**src/rtl/p_counter_arbiter.sv**
```systemverilog
// Round-robin arbiter sharing one up-counter among NREQ interval-timing clients.
// The grantee's length is latched at grant time. The counter runs 0..L-1, with L=0 meaning
// 2**WIDTH cycles. A one-cycle done pulse follows unless the owner drops its request first.
module p_counter_arbiter #(
  parameter int unsigned WIDTH = 8,
  parameter int unsigned NREQ  = 4,
  localparam int unsigned IDW  = $clog2(NREQ)
) (
  input  logic                  clk,
  input  logic                  clear_n,
  input  logic [NREQ-1:0]       req,
  input  logic [NREQ*WIDTH-1:0] len,
  output logic [NREQ-1:0]       gnt,
  output logic [NREQ-1:0]       done,
  output logic                  busy,
  output logic [WIDTH-1:0]      count,
  output logic [IDW-1:0]        owner
);

  typedef enum logic [1:0] {StIdle, StRun, StDone} state_e;

  state_e           state_q, state_d;
  logic [NREQ-1:0]  gnt_q, gnt_d;
  logic [NREQ-1:0]  done_q, done_d;
  logic [WIDTH-1:0] count_q, count_d;
  logic [WIDTH-1:0] target_q, target_d;
  logic [IDW-1:0]   owner_q, owner_d;
  logic [IDW-1:0]   last_q, last_d;

  logic             arb_found;
  logic [IDW-1:0]   arb_win;
  int unsigned      arb_idx;

  // Round-robin search: first set request strictly after last_q, wrapping modulo NREQ.
  always_comb begin
    arb_found = 1'b0;
    arb_win   = '0;
    arb_idx   = 0;
    for (int unsigned k = 1; k <= NREQ; k++) begin
      arb_idx = (32'(last_q) + k) % NREQ;
      if (!arb_found && req[arb_idx]) begin
        arb_found = 1'b1;
        arb_win   = arb_idx[IDW-1:0];
      end
    end
  end

  // Next-state and registered-output logic.
  always_comb begin
    state_d  = state_q;
    gnt_d    = gnt_q;
    done_d   = '0;
    count_d  = count_q;
    target_d = target_q;
    owner_d  = owner_q;
    last_d   = last_q;
    unique case (state_q)
      StIdle, StDone: begin
        if (arb_found) begin
          state_d  = StRun;
          gnt_d    = NREQ'(1) << arb_win;
          owner_d  = arb_win;
          last_d   = arb_win;
          count_d  = '0;
          target_d = len[arb_win*WIDTH +: WIDTH];
        end else begin
          state_d = StIdle;
          gnt_d   = '0;
        end
      end
      StRun: begin
        if (!req[owner_q]) begin
          // Owner abandoned the interval: no completion pulse.
          state_d = StIdle;
          gnt_d   = '0;
          count_d = '0;
        end else if (count_q == target_q - WIDTH'(1)) begin
          // Wrapping subtraction makes a zero target run the full 2**WIDTH cycles.
          state_d = StDone;
          gnt_d   = '0;
          done_d  = NREQ'(1) << owner_q;
          count_d = '0;
        end else begin
          count_d = count_q + WIDTH'(1);
        end
      end
      default: begin
        state_d = StIdle;
        gnt_d   = '0;
        count_d = '0;
      end
    endcase
  end

  // State register; reset points the round-robin pointer at the last requester.
  always_ff @(posedge clk or negedge clear_n) begin
    if (!clear_n) begin
      state_q  <= StIdle;
      gnt_q    <= '0;
      done_q   <= '0;
      count_q  <= '0;
      target_q <= '0;
      owner_q  <= '0;
      last_q   <= IDW'(NREQ - 1);
    end else begin
      state_q  <= state_d;
      gnt_q    <= gnt_d;
      done_q   <= done_d;
      count_q  <= count_d;
      target_q <= target_d;
      owner_q  <= owner_d;
      last_q   <= last_d;
    end
  end

  assign gnt   = gnt_q;
  assign done  = done_q;
  assign busy  = |gnt_q;
  assign count = count_q;
  assign owner = owner_q;

endmodule

```
**config.mk**
```make
export PLATFORM = sky130hd
export DESIGN_NAME = p_counter_arbiter
export DESIGN_NICKNAME = d
export VERILOG_FILES = /design/src/rtl/p_counter_arbiter.sv
export SDC_FILE = /design/constraint.sdc
export NUM_CORES = 1
export LEC_CHECK = 0
export CORE_UTILIZATION = 40
export CTS_BUF_LIST = sky130_fd_sc_hd__clkbuf_4
export CTS_CLUSTER_DIAMETER = 40
export DETAILED_ROUTE_END_ITERATION = 16
export PLACE_DENSITY_LB_ADDON = 0.25
export SLEW_MARGIN = 40
export SYNTH_ARGS = -nofsm -noshare
export SYNTH_HDL_FRONTEND = slang
export SYNTH_SLANG_ARGS = --single-unit
```
**constraint.sdc**
```tcl
create_clock -name clk -period 7.25 [get_ports clk]
set_input_delay 0.725 -clock clk [delete_from_list [all_inputs] [get_ports clk]]
set_output_delay 0.725 -clock clk [all_outputs]
set_load 0.02 [all_outputs]
```
==> qor.yml, run 1 <==
status: "finished with violations"
failed_checks: "DRC"
fp-row-count: 24
number_of_buffers_added_by_the_clock_tree_synthesis_step: 5
cts_root_buf: "sky130_fd_sc_hd__clkbuf_4"
crit_arrival_ps: 2890
worst_setup_path_start_kind: "register"
synth_seq_cells: 30
tightestPinTransition_ps: 678.7
grt_pass1_vias: 1524
clock-skew-final_ps: 10.70
layout.area.seq_um2: 753.2
mappedNetlistArea_um2: 1913
worstSkewPairLatency_ps: 340
main_flop_type_after_synthesis: "sky130_fd_sc_hd__dfrtp_1"
layout-drive-gt1-share_pct: 13.69
hp-class: "register to register"
cts_hold_buf: 0
dpl_cell_area_um2: 2536
detail_route.vias_per_cell: 5.444
clock_path_buffers: 2
postSynthNetCount: 222
leakage_nw: 1.144
setup_slack_ps: 4593
fin_util_pct: 57.91
routed_wl_um: 4062
tns_ps: 0
clock.fmax_ghz: 0.3763
timing.critical_path.to_type: "register"
synth.yosys.warnings: 0
die_area_um2: 5063
synth_largest_area_cell: "sky130_fd_sc_hd__dfrtp_1"
tritoncts: "done"
final.period_utilization_pct: 36.65
io-pin-count: 57
h-tree-depth: 2
period_needed_ps: 2657
grt_first_pass_wirelength_um: 7051
finalInstanceArea_um2: 2591
num-nets-final: 280
post-synth-top-area-fraction_pct: 36.63
placed_cells_incl_taps: 285
drc: 2
multiInputGateArea_um2: 1105
gp_congestion: 0.7626
pin_count_of_the_biggest_net_entering_global_routing: 31
chipHeight_um: 71.16
asyncSetResetFlopFracSynth_pct: 100.0
cp_max_fo: 11
core-area_um2: 4474
dp_hpwl_um: 3103
setup_viol: 0
ant_nets: 0
timing.final.max_slew_violations: 0
drt_first_iter_violations: 86
synth.distinct_cells: 53
ctsResizeCount: 0
initial_core_util_pct: 42.76
whs_ps: 523.2
num_antenna_cells: 0
grt-ovfl-total: 0
num_vias: 1595
ir_worst_vdd_uv: 130.6
ys_seq_area_share_pct: 39.37
synthCells: 182
cts.clk_slew.worst_paths_ps: 100
cts_setup_buffers: 0
numPortBuffers: 56
hold_viol_final: 0
fin_cells: 293
mean_post_synth_cell_area_um2: 10.51
max_cap_check_violation_count: 0
worst_ep_required_time_ps: 7480
areaGrowthSynthToFinish_pct: 35.45
drtPass1Iterations: 12
total_power_mw: 0.8391
floorplan.die.width_um: 71.16
number_of_antenna_violations_at_the_first_check_in_global_routing: 0
layout.filler_cells: 404
setup_repair_after_global_routing_missed_its_margin: "no"
power-per-cell-area_nw_per_um2: 323.8
max-slew-margin-rel_pct: 54.61
tritoncts_num_sinks: 30
wl_per_cell_um: 13.86
synth_enable_flop_cells: 0
netlist_top_cells_area: "sky130_fd_sc_hd__dfrtp_1 37%, sky130_fd_sc_hd__mux2i_1 13%, sky130_fd_sc_hd__mux2_2 5.3%"
grt.total_usage_pct: 18.16
timing.setup.critical_path_class: "register to register"
detailedPlace.worstSlack_ps: 4323
## registers in the layout, summed over array words and instances (netlist names)
register,cells
done,4
last_q,2
state_q,2
gnt,4
owner,2
count,8
target_q,8
## cell usage after synthesis (3+ instances only)
master and count:
sky130_fd_sc_hd__dfrtp_1 28, sky130_fd_sc_hd__mux2i_1 25, sky130_fd_sc_hd__nor2_1 11, sky130_fd_sc_hd__inv_1 10, sky130_fd_sc_hd__mux2_2 9, sky130_fd_sc_hd__nand2_1 8, sky130_fd_sc_hd__nor3_1 7, sky130_fd_sc_hd__a21o_1 5
sky130_fd_sc_hd__o21ai_0 5, sky130_fd_sc_hd__a21oi_1 4, sky130_fd_sc_hd__nand3_1 4, sky130_fd_sc_hd__xor2_1 4, sky130_fd_sc_hd__a221o_1 3, sky130_fd_sc_hd__a22o_1 3, sky130_fd_sc_hd__clkbuf_1 3, sky130_fd_sc_hd__nand2b_1 3
sky130_fd_sc_hd__xnor2_1 3
## power by group
part	switching [mW]	internal (mW)	leakage [nW]	total, mW
registers	0.0732	0.224	0.383	0.297
logic	0.219	0.222	0.725	0.441
clock network	0.0604	0.0406	0.0354	0.101
total	0.352	0.487	1.14	0.839
## final timing paths
kind / depth (start not counted) / to / startpoint / slack (ps)
setup / recovery: 8 / count[2]$_DFFE_PN0P_ / target_q[0]$_DFFE_PN0P_ / 4590
hold / removal: 1 / gnt[1]$_DFFE_PN0P_ / gnt[1]$_DFFE_PN0P_ / 520
setup reg to reg: 8 / count[2]$_DFFE_PN0P_ / target_q[0]$_DFFE_PN0P_ / 4590
hold reg to reg: 1 / gnt[1]$_DFFE_PN0P_ / gnt[1]$_DFFE_PN0P_ / 520
max in group asynchronous: 2 / last_q[0]$_DFFE_PN1P_ / clear_n / 6170
min in group asynchronous: 2 / owner[0]$_DFFE_PN0P_ / clear_n / 770
## worst max-delay path: stages, from the launching register on
cell	delay (ps)
sky130_fd_sc_hd__dfrtp_1	460
sky130_fd_sc_hd__inv_1	110
sky130_fd_sc_hd__ha_1	210
sky130_fd_sc_hd__or3b_4	430
sky130_fd_sc_hd__nor4_4	150
sky130_fd_sc_hd__o2111ai_2	150
sky130_fd_sc_hd__a311oi_4	470
sky130_fd_sc_hd__nor2b_2	210
sky130_fd_sc_hd__a221o_1	360
## metal layers
layer | track usage, % | wire, um | up-vias
li1 | - | - | 787
met1 | 23.96 | 1836 | 756
met2 | 28.04 | 1945 | 48
met3 | 4.986 | 220 | 4
met4 | 7.778 | 60 | 0
met5 | 0 | 0 | -
## logic make-up after synthesis
logic type	count (synthesis)	share of synthesized area (%)
fa+ha+maj	2	1.308
simple gates	55	17.33
xor+xnor	7	3.205
buf+inv	17	3.793
mux	35	19.56
flops	30	39.37
compound gates	36	15.44
## cell usage in the layout (no fill, tap or decap), types with 3 or more instances in the layout
cell	instances
sky130_fd_sc_hd__xnor2_1	3
sky130_fd_sc_hd__inv_1	10
sky130_fd_sc_hd__nand3_1	4
sky130_fd_sc_hd__dfrtp_1	28
sky130_fd_sc_hd__clkbuf_4	6
sky130_fd_sc_hd__a221o_1	3
sky130_fd_sc_hd__a22o_1	3
sky130_fd_sc_hd__a21o_1	5
sky130_fd_sc_hd__nand2b_1	3
sky130_fd_sc_hd__nor2_1	11
sky130_fd_sc_hd__xor2_1	4
sky130_fd_sc_hd__mux2_2	9
sky130_fd_sc_hd__nor3_1	7
sky130_fd_sc_hd__clkdlybuf4s50_1	56
sky130_fd_sc_hd__mux2i_1	25
sky130_fd_sc_hd__o21ai_0	5
sky130_fd_sc_hd__a21oi_1	4
sky130_fd_sc_hd__nand2_1	8
## cell type report
type / instances / share of cell area [%]
multi-input cells: 135 / 42.64
flip-flops and latches: 30 / 29.07
well taps: 52 / 2.511
clock inverters: 2 / 0.3863
repair buffers: 58 / 22.21
clock buffers: 6 / 1.738
inverters: 10 / 1.449
Power figures use the tool's default switching activity.
==> inputs of run 2 (changes only) <==
==> constraint.sdc (replaced) <==
create_clock -name clk -period 2.6 [get_ports clk]
set_input_delay 0.26 -clock clk [delete_from_list [all_inputs] [get_ports clk]]
set_output_delay 0.26 -clock clk [all_outputs]
set_load 0.02 [all_outputs]
==> run 2 against run 1 <==
The flow still finishes with violations (DRC). Register-to-register slack got worse by 4400 ps. Combinational power rose to 2.8 times the previous value. Global-route usage barely moved. Sequential power rose to 2.8 times the previous value. Critical endpoint is now count[0]$_DFFE_PN0P_.
==> qor.yml, run 2 (synthesis gave the netlist of run 1 again) <==
timing.rr.end: "count[0]$_DFFE_PN0P_"
finalInstanceArea_um2: 2603  # +0.43%
tightestPinTransition_ps: 681.6  # +2.918 ps
dpl_cell_area_um2: 2549  # +0.49%
grt_busiest_layer: "met2"
hp-class: "input pin to asynchronous set/reset pin"
pin_count_of_the_biggest_net_entering_global_routing: 31  # unchanged
setup_repair_after_global_routing_missed_its_margin: "no"
power-per-cell-area_nw_per_um2: 884.6  # +170%
fp-row-count: 24  # unchanged
dp_hpwl_um: 3153  # +1.6%
tns_ps: 0  # unchanged
clock.fmax_ghz: 0.4098  # +8.9%
failed_checks: "DRC"
h-tree-depth: 2  # unchanged
final.period_utilization_pct: 93.86  # +57 points
max_cap_check_violation_count: 0  # unchanged
worstPathCellList: "inv_1, ha_1, or3b_4, o31a_1, o2111ai_2, a311oi_4, nor2b_2, mux2_2"
gr-usage-met1_pct: 23.03  # -0.93 points
num-nets-final: 283  # +1.1%
grt_pass1_vias: 1584  # +3.9%
detailedPlace.worstSlack_ps: 169.5  # -4154 ps
number_of_antenna_violations_at_the_first_check_in_global_routing: 0  # unchanged
hold_viol_final: 0  # unchanged
worst-r2r-setup-slack_ps: 160  # -4430 ps
setup_slack_ps: 159.6  # -4433 ps
tritoncts: "done"
worst_setup_path_start_kind: "register"
worst_ep_required_time_ps: 2870  # -4610 ps
layout.cells.most_common: "sky130_fd_sc_hd__clkdlybuf4s50_1"
timing.critical_path.to_type: "register"
ant_nets: 0  # unchanged
timing.reg2reg.worst_path_depth: 8  # unchanged
wl_per_cell_um: 13.40  # -3.3%
initial_core_util_pct: 42.76  # unchanged
fin_util_pct: 58.17  # +0.25 points
num_antenna_cells: 0  # unchanged
areaGrowthSynthToFinish_pct: 36.04
drtPass1Iterations: 10  # -2
worstSkewPairLatency_ps: 330  # about the same
gp_congestion: 0.7737  # +1.5%
clock-skew-final_ps: 7.327  # -3.375 ps
detail_route.vias_per_cell: 5.481  # +0.69%
clock_path_buffers: 2  # unchanged
chipHeight_um: 71.16  # unchanged
grt.total_usage_pct: 18.19  # +0.025 points
grt_first_pass_wirelength_um: 7176  # +1.8%
cts_root_buf: "sky130_fd_sc_hd__clkbuf_4"
cpLargestDelayFamily: "simple AND/OR/NAND/NOR gates"
number_of_buffers_added_by_the_clock_tree_synthesis_step: 5  # unchanged
floorplan.die.width_um: 71.16  # unchanged
leakage_nw: 1.153  # +0.81%
crit_arrival_ps: 2710  # -180 ps
ir_worst_vdd_uv: 320.8  # +150%
num_vias: 1617  # +1.4%
tritoncts_num_sinks: 30  # unchanged
grtUsageMet3_pct: 3.989  # -1.0 points
io-pin-count: 57  # unchanged
timing.setup.critical_path_class: "register to register"
timing.final.max_slew_violations: 0  # unchanged
mostFrequentLayoutCells: "56 x sky130_fd_sc_hd__clkdlybuf4s50_1, 28 x sky130_fd_sc_hd__dfrtp_1, 25 x sky130_fd_sc_hd__mux2i_1, 10 x sky130_fd_sc_hd__inv_1, 10 x sky130_fd_sc_hd__nor2_1"
timing.critical_path.buf_inv: 1  # unchanged
core-area_um2: 4474  # unchanged
period_needed_ps: 2440  # -216.8 ps
layout-drive-gt1-share_pct: 15.23  # +1.5 points
groute.layer.met2.usage_pct: 30.16  # +2.1 points
routed_wl_um: 3954  # -2.7%
drt_first_iter_violations: 119  # +38%
die_area_um2: 5063  # unchanged
grt-ovfl-total: 0  # unchanged
total_power_mw: 2.302  # +170%
reg2reg_from: "target_q[0]$_DFFE_PN0P_"
crit_slowest_cell: "sky130_fd_sc_hd__dfrtp_1"
timing.critical_path.slowest_cell_delay_ps: 450  # -20 ps
numPortBuffers: 56  # unchanged
max-slew-margin-rel_pct: 54.51  # -0.098 points
setup_viol: 0  # unchanged
drc: 2  # unchanged
cp_max_fo: 11  # unchanged
status: "finished with violations"
cts.clk_slew.worst_paths_ps: 90  # about the same
## run 2: cell types whose count changed in the layout (fill, tap and decap cells not counted)
cell	previous run	this run
sky130_fd_sc_hd__nor4b_1	1	0
sky130_fd_sc_hd__nor2_4	1	0
sky130_fd_sc_hd__nor2_1	11	10
sky130_fd_sc_hd__buf_4	2	5
sky130_fd_sc_hd__a211oi_4	1	0
sky130_fd_sc_hd__nor4b_2	0	1
sky130_fd_sc_hd__clkbuf_4	6	5
sky130_fd_sc_hd__nor2_2	0	2
sky130_fd_sc_hd__a211oi_2	0	1
## run 2: what timing repair did
| action | CTS | global route |
|---|---|---|
| endpoints found under the setup margin | 0 | 1 |
| gates resized for setup | 0 | 1 |
| buffers inserted | 0 | 0 |
| hold buffers | 0 | 0 |
## run 2: layout make-up
cell class / instances / area [um2]
inverter: 10 / 37.54
sequential: 30 / 753.2
clock inverter: 2 / 10.01
tap: 52 / 65.06
timing repair buffer: 61 / 598.1
multi-input combinational: 135 / 1101
fill: 397 / 1872
clock buffer: 5 / 37.54
## run 2: worst max path at each step
stage	startpoint	to	slack (ps)	cells after the start
after global placement	target_q[0]$_DFFE_PN0P_	count[0]$_DFFE_PN0P_	190	8
after floorplan	target_q[0]$_DFFE_PN0P_	count[4]$_DFFE_PN0P_	190	9
after detailed placement	target_q[0]$_DFFE_PN0P_	count[0]$_DFFE_PN0P_	170	8
final	target_q[0]$_DFFE_PN0P_	count[0]$_DFFE_PN0P_	160	8
after global routing	target_q[1]$_DFFE_PN0P_	count[6]$_DFFE_PN0P_	4	8
after CTS	target_q[0]$_DFFE_PN0P_	count[6]$_DFFE_PN0P_	150	8
## run 2: per-layer routing
layer,wire [um],share of wire (%)
met2,2002,51
met3,170,4.3
met5,0,0
met1,1752,44
met4,29,0.73
## run 2: report_power, final
part	internal [mW]	switching, mW
Clock	0.0970	0.157
Combinational	0.621	0.600
Sequential	0.625	0.203
Total	1.34	0.960
## run 2: worst register-to-register path, stage by stage (launching register included)
cell                        delay (ps)
sky130_fd_sc_hd__dfrtp_1           450
sky130_fd_sc_hd__inv_1             100
sky130_fd_sc_hd__ha_1              200
sky130_fd_sc_hd__or3b_4            420
sky130_fd_sc_hd__o31a_1            250
sky130_fd_sc_hd__o2111ai_2         240
sky130_fd_sc_hd__a311oi_4           80
sky130_fd_sc_hd__nor2b_2           410
sky130_fd_sc_hd__mux2_2            240
## run 2: through the flow
stage | cells | hold slack (ps)
3_5_place_dp | 288 | 503.5
5_1_grt | 295 | 330.1
3_3_place_gp | 288 | 499.7
2_1_floorplan | 182 | -35.59
6_report | 295 | 303.0
4_1_cts | 295 | 312.4
==> inputs of run 3 (changes only) <==
--- a/config.mk
+++ b/config.mk
@@ -5,11 +5,13 @@
 export SDC_FILE = /design/constraint.sdc
 export NUM_CORES = 1
 export LEC_CHECK = 0
+export ABC_AREA = 1
 export CORE_UTILIZATION = 40
 export CTS_BUF_LIST = sky130_fd_sc_hd__clkbuf_4
 export CTS_CLUSTER_DIAMETER = 40
 export DETAILED_ROUTE_END_ITERATION = 16
 export PLACE_DENSITY_LB_ADDON = 0.25
+export SKIP_LAST_GASP = 1
 export SLEW_MARGIN = 40
 export SYNTH_ARGS = -nofsm -noshare
 export SYNTH_HDL_FRONTEND = slang
==> run 3 against run 2 <==
The run now ends clean. Sequential share of layout area down 2.4 points. Synthesized cell count increased by 71%. Sequential cell count did not move. Via count rose by 28%. Setup slack improved by 280 ps. Critical endpoint is now target_q[1]$_DFFE_PN0P_.
==> qor.yml, run 3 <==
mostFrequentLayoutCells: "90 x sky130_fd_sc_hd__nand2_1, 56 x sky130_fd_sc_hd__clkdlybuf4s50_1, 45 x sky130_fd_sc_hd__inv_1, 43 x sky130_fd_sc_hd__nand3_1, 28 x sky130_fd_sc_hd__dfrtp_1"
timing.critical_path.to_type: "register"
ctsResizeCount: 0  # unchanged
clock.fmax_ghz: 0.4633  # +13%
h-tree-depth: 2  # unchanged
io-pin-count: 57  # unchanged
areaGrowthSynthToFinish_pct: 30.80
timing.rr.end: "target_q[1]$_DFFE_PN0P_"
cts.clk_slew.worst_paths_ps: 90  # about the same
layout.filler_cells: 513  # +29%
tns_ps: 0  # unchanged
final.period_utilization_pct: 83.03  # -11 points
ys_seq_area_share_pct: 34.72  # -4.7 points
wl_per_cell_um: 11.23  # -16%
drc: 0  # -2
detail_route.vias_per_cell: 4.711  # -14%
synth_enable_flop_cells: 0  # unchanged
number_of_buffers_added_by_the_clock_tree_synthesis_step: 5  # unchanged
crit_arrival_ps: 2380  # -330 ps
synth.distinct_cells: 32  # -40%
routed_wl_um: 4941  # +25%
synthCells: 311  # +71%
status: "completed"
num-nets-final: 409  # +45%
timing.critical_path.slowest_cell_delay_ps: 660  # +210 ps
cts_root_buf: "sky130_fd_sc_hd__clkbuf_4"
worst_setup_path_start_kind: "register"
synth.yosys.warnings: 0  # unchanged
timing.critical_path.buf_inv: 1  # unchanged
placed_cells_incl_taps: 432  # +50%
max-slew-margin-rel_pct: 65.83  # +11 points
dp_hpwl_um: 3970  # +26%
grt_first_pass_wirelength_um: 8376  # +17%
worst_ep_required_time_ps: 2820  # -50 ps
setup_viol: 0  # unchanged
floorplan.die.width_um: 75.65  # +6.3%
die_area_um2: 5722  # +13%
core-area_um2: 5172  # +16%
mappedNetlistArea_um2: 2170  # +13%
multiInputGateArea_um2: 1177  # +6.9%
ant_nets: 0  # unchanged
worstSkewPairLatency_ps: 330  # about the same
synth_seq_cells: 30  # unchanged
grt.total_usage_pct: 19.49  # +1.3 points
initial_core_util_pct: 41.94  # -0.81 points
cts_hold_buf: 0  # unchanged
hp-class: "input pin to asynchronous set/reset pin"
setup_repair_after_global_routing_missed_its_margin: "no"
tightestPinTransition_ps: 510.9  # -170.7 ps
cpLargestDelayFamily: "simple AND/OR/NAND/NOR gates"
tritoncts: "done"
worst-r2r-setup-slack_ps: 440  # +280 ps
postSynthNetCount: 351  # +58%
grt-ovfl-total: 0  # unchanged
mean_post_synth_cell_area_um2: 6.976  # -34%
num_antenna_cells: 0  # unchanged
cp_max_fo: 24  # +13
post-synth-top-area-fraction_pct: 32.30  # -4.3 points
clock_path_buffers: 2  # unchanged
gp_congestion: 0.8382  # +8.3%
timing.setup.critical_path_class: "register to register"
netlist_top_cells_area: "sky130_fd_sc_hd__dfrtp_1 32%, sky130_fd_sc_hd__nand2_1 16%, sky130_fd_sc_hd__nand3_1 9.9%"
fin_cells: 440  # +49%
hold_viol_final: 0  # unchanged
main_flop_type_after_synthesis: "sky130_fd_sc_hd__dfrtp_1"
critPathMostFrequentCell: "sky130_fd_sc_hd__nand2_1"
power-per-cell-area_nw_per_um2: 1177  # +33%
reg2reg_from: "last_q[0]$_DFFE_PN1P_"
max_cap_check_violation_count: 0  # unchanged
ir_worst_vdd_uv: 917.3  # +190%
chipHeight_um: 75.65  # +6.3%
synth.cells.most_frequent: "90 x sky130_fd_sc_hd__nand2_1, 45 x sky130_fd_sc_hd__inv_1, 43 x sky130_fd_sc_hd__nand3_1"
tritoncts_num_sinks: 30  # unchanged
drtPass1Iterations: 4  # -6
layout.cells.most_common: "sky130_fd_sc_hd__nand2_1"
drt_first_iter_violations: 111  # -6.7%
asyncSetResetFlopFracSynth_pct: 100.0  # unchanged
timing.final.max_slew_violations: 0  # unchanged
num_vias: 2073  # +28%
cts_setup_buffers: 0  # unchanged
grt_pass1_vias: 1885  # +19%
layout-drive-gt1-share_pct: 10.27  # -5.0 points
number_of_antenna_violations_at_the_first_check_in_global_routing: 0  # unchanged
crit_slowest_cell: "sky130_fd_sc_hd__dfstp_2"
layout.area.seq_um2: 753.2  # unchanged
fin_util_pct: 54.86  # -3.3 points
timing.reg2reg.worst_path_depth: 12  # +4
synth_largest_area_cell: "sky130_fd_sc_hd__dfrtp_1"
fp-row-count: 26  # +8.3%
pin_count_of_the_biggest_net_entering_global_routing: 25  # -19%
clock-skew-final_ps: 9.608  # +2.281 ps
total_power_mw: 3.340  # +45%
worstPathCellList: "inv_2, nand2_1, nand2_1, nand2_1, nand2_2, nand2_2, nand2_1, nand2_2, nand3_4, or2_2, nand3_1, nand3_1"
period_needed_ps: 2159  # -281.7 ps
most_frequent_cell_after_synthesis: "sky130_fd_sc_hd__nand2_1"
numPortBuffers: 56  # unchanged
leakage_nw: 1.431  # +24%
## run 3: changes by cell type after synthesis, moves of 6 or more
cell,before,now
sky130_fd_sc_hd__nand2_2,0,7
sky130_fd_sc_hd__nor3_1,7,1
sky130_fd_sc_hd__nand3_1,4,43
sky130_fd_sc_hd__nor2_1,11,24
sky130_fd_sc_hd__mux2_2,9,0
sky130_fd_sc_hd__inv_1,10,45
sky130_fd_sc_hd__xor2_1,4,11
sky130_fd_sc_hd__mux2i_1,25,0
sky130_fd_sc_hd__nand2_1,8,90
## run 3: worst max-delay path by stage
stage / start / endpoint / slack (ps) / depth (start not counted)
6_report: last_q[0]$_DFFE_PN1P_ / target_q[1]$_DFFE_PN0P_ / 440 / 12
5_1_grt: last_q[0]$_DFFE_PN1P_ / target_q[1]$_DFFE_PN0P_ / 240 / 12
4_1_cts: last_q[0]$_DFFE_PN1P_ / target_q[2]$_DFFE_PN0P_ / 460 / 12
3_5_place_dp: req[2] / target_q[2]$_DFFE_PN0P_ / 450 / 11
3_3_place_gp: req[3] / target_q[3]$_DFFE_PN0P_ / 480 / 11
2_1_floorplan: last_q[0]$_DFFE_PN1P_ / target_q[5]$_DFFE_PN0P_ / 820 / 12
## run 3: through the flow
step           worst slack [ps]  hold WS [ps]  area (um2)
2_1_floorplan             824.0        -35.59        2170
3_5_place_dp              451.1         491.8        2778
3_3_place_gp              484.3         490.5        2778
4_1_cts                   456.3         280.0        2838
6_report                  441.3         256.6        2838
5_1_grt                   235.6         290.4        2838
## run 3: layout make-up
cell class	instances	share of cell area, %
Multi-Input combinational cell	225	41.49
Sequential cell	30	26.54
Timing Repair Buffer	58	20.28
Inverter	49	6.481
Tap cell	70	3.086
Clock buffer	8	2.116
## run 3: cell families (layout without fill, tap and decap cells)
group,Yosys count,in the layout,synth area share [%]
flip-flops,30,30,34.72
XOR/XNOR,18,18,7.901
AND/OR/NAND/NOR,191,191,41.00
AO/OA/AOI/OAI,14,14,4.210
buffers and inverters,56,115,11.01
adder cells (fa/ha/maj),2,2,1.153
## run 3: per-layer routing
| layer | vias up | part of all wire [%] | routed length [um] | track usage, % |
|---|---|---|---|---|
| met3 | 9 | 4.7 | 234 | 3.307 |
| met4 | 0 | 1.5 | 72 | 7.202 |
| li1 | 1088 | - | - | - |
| met2 | 53 | 49 | 2410 | 32.74 |
| met5 | - | 0 | 0 | 0 |
| met1 | 923 | 45 | 2223 | 25.25 |
## run 3: power by group
part           total [mW]  leakage (nW)  switching (mW)  internal [mW]
clock network       0.295        0.0368           0.156          0.139
logic                2.26          1.01            1.43          0.837
registers           0.782         0.388           0.154          0.628
total                3.34          1.43            1.74           1.60
## run 3: worst reg2reg max path, cell delays in order (launching register included)
cell and delay [ps]:
sky130_fd_sc_hd__dfstp_2 660, sky130_fd_sc_hd__inv_2 130, sky130_fd_sc_hd__nand2_1 80, sky130_fd_sc_hd__nand2_1 70, sky130_fd_sc_hd__nand2_1 110, sky130_fd_sc_hd__nand2_2 70, sky130_fd_sc_hd__nand2_2 70, sky130_fd_sc_hd__nand2_1 80
sky130_fd_sc_hd__nand2_2 80, sky130_fd_sc_hd__nand3_4 210, sky130_fd_sc_hd__or2_2 350, sky130_fd_sc_hd__nand3_1 70, sky130_fd_sc_hd__nand3_1 60
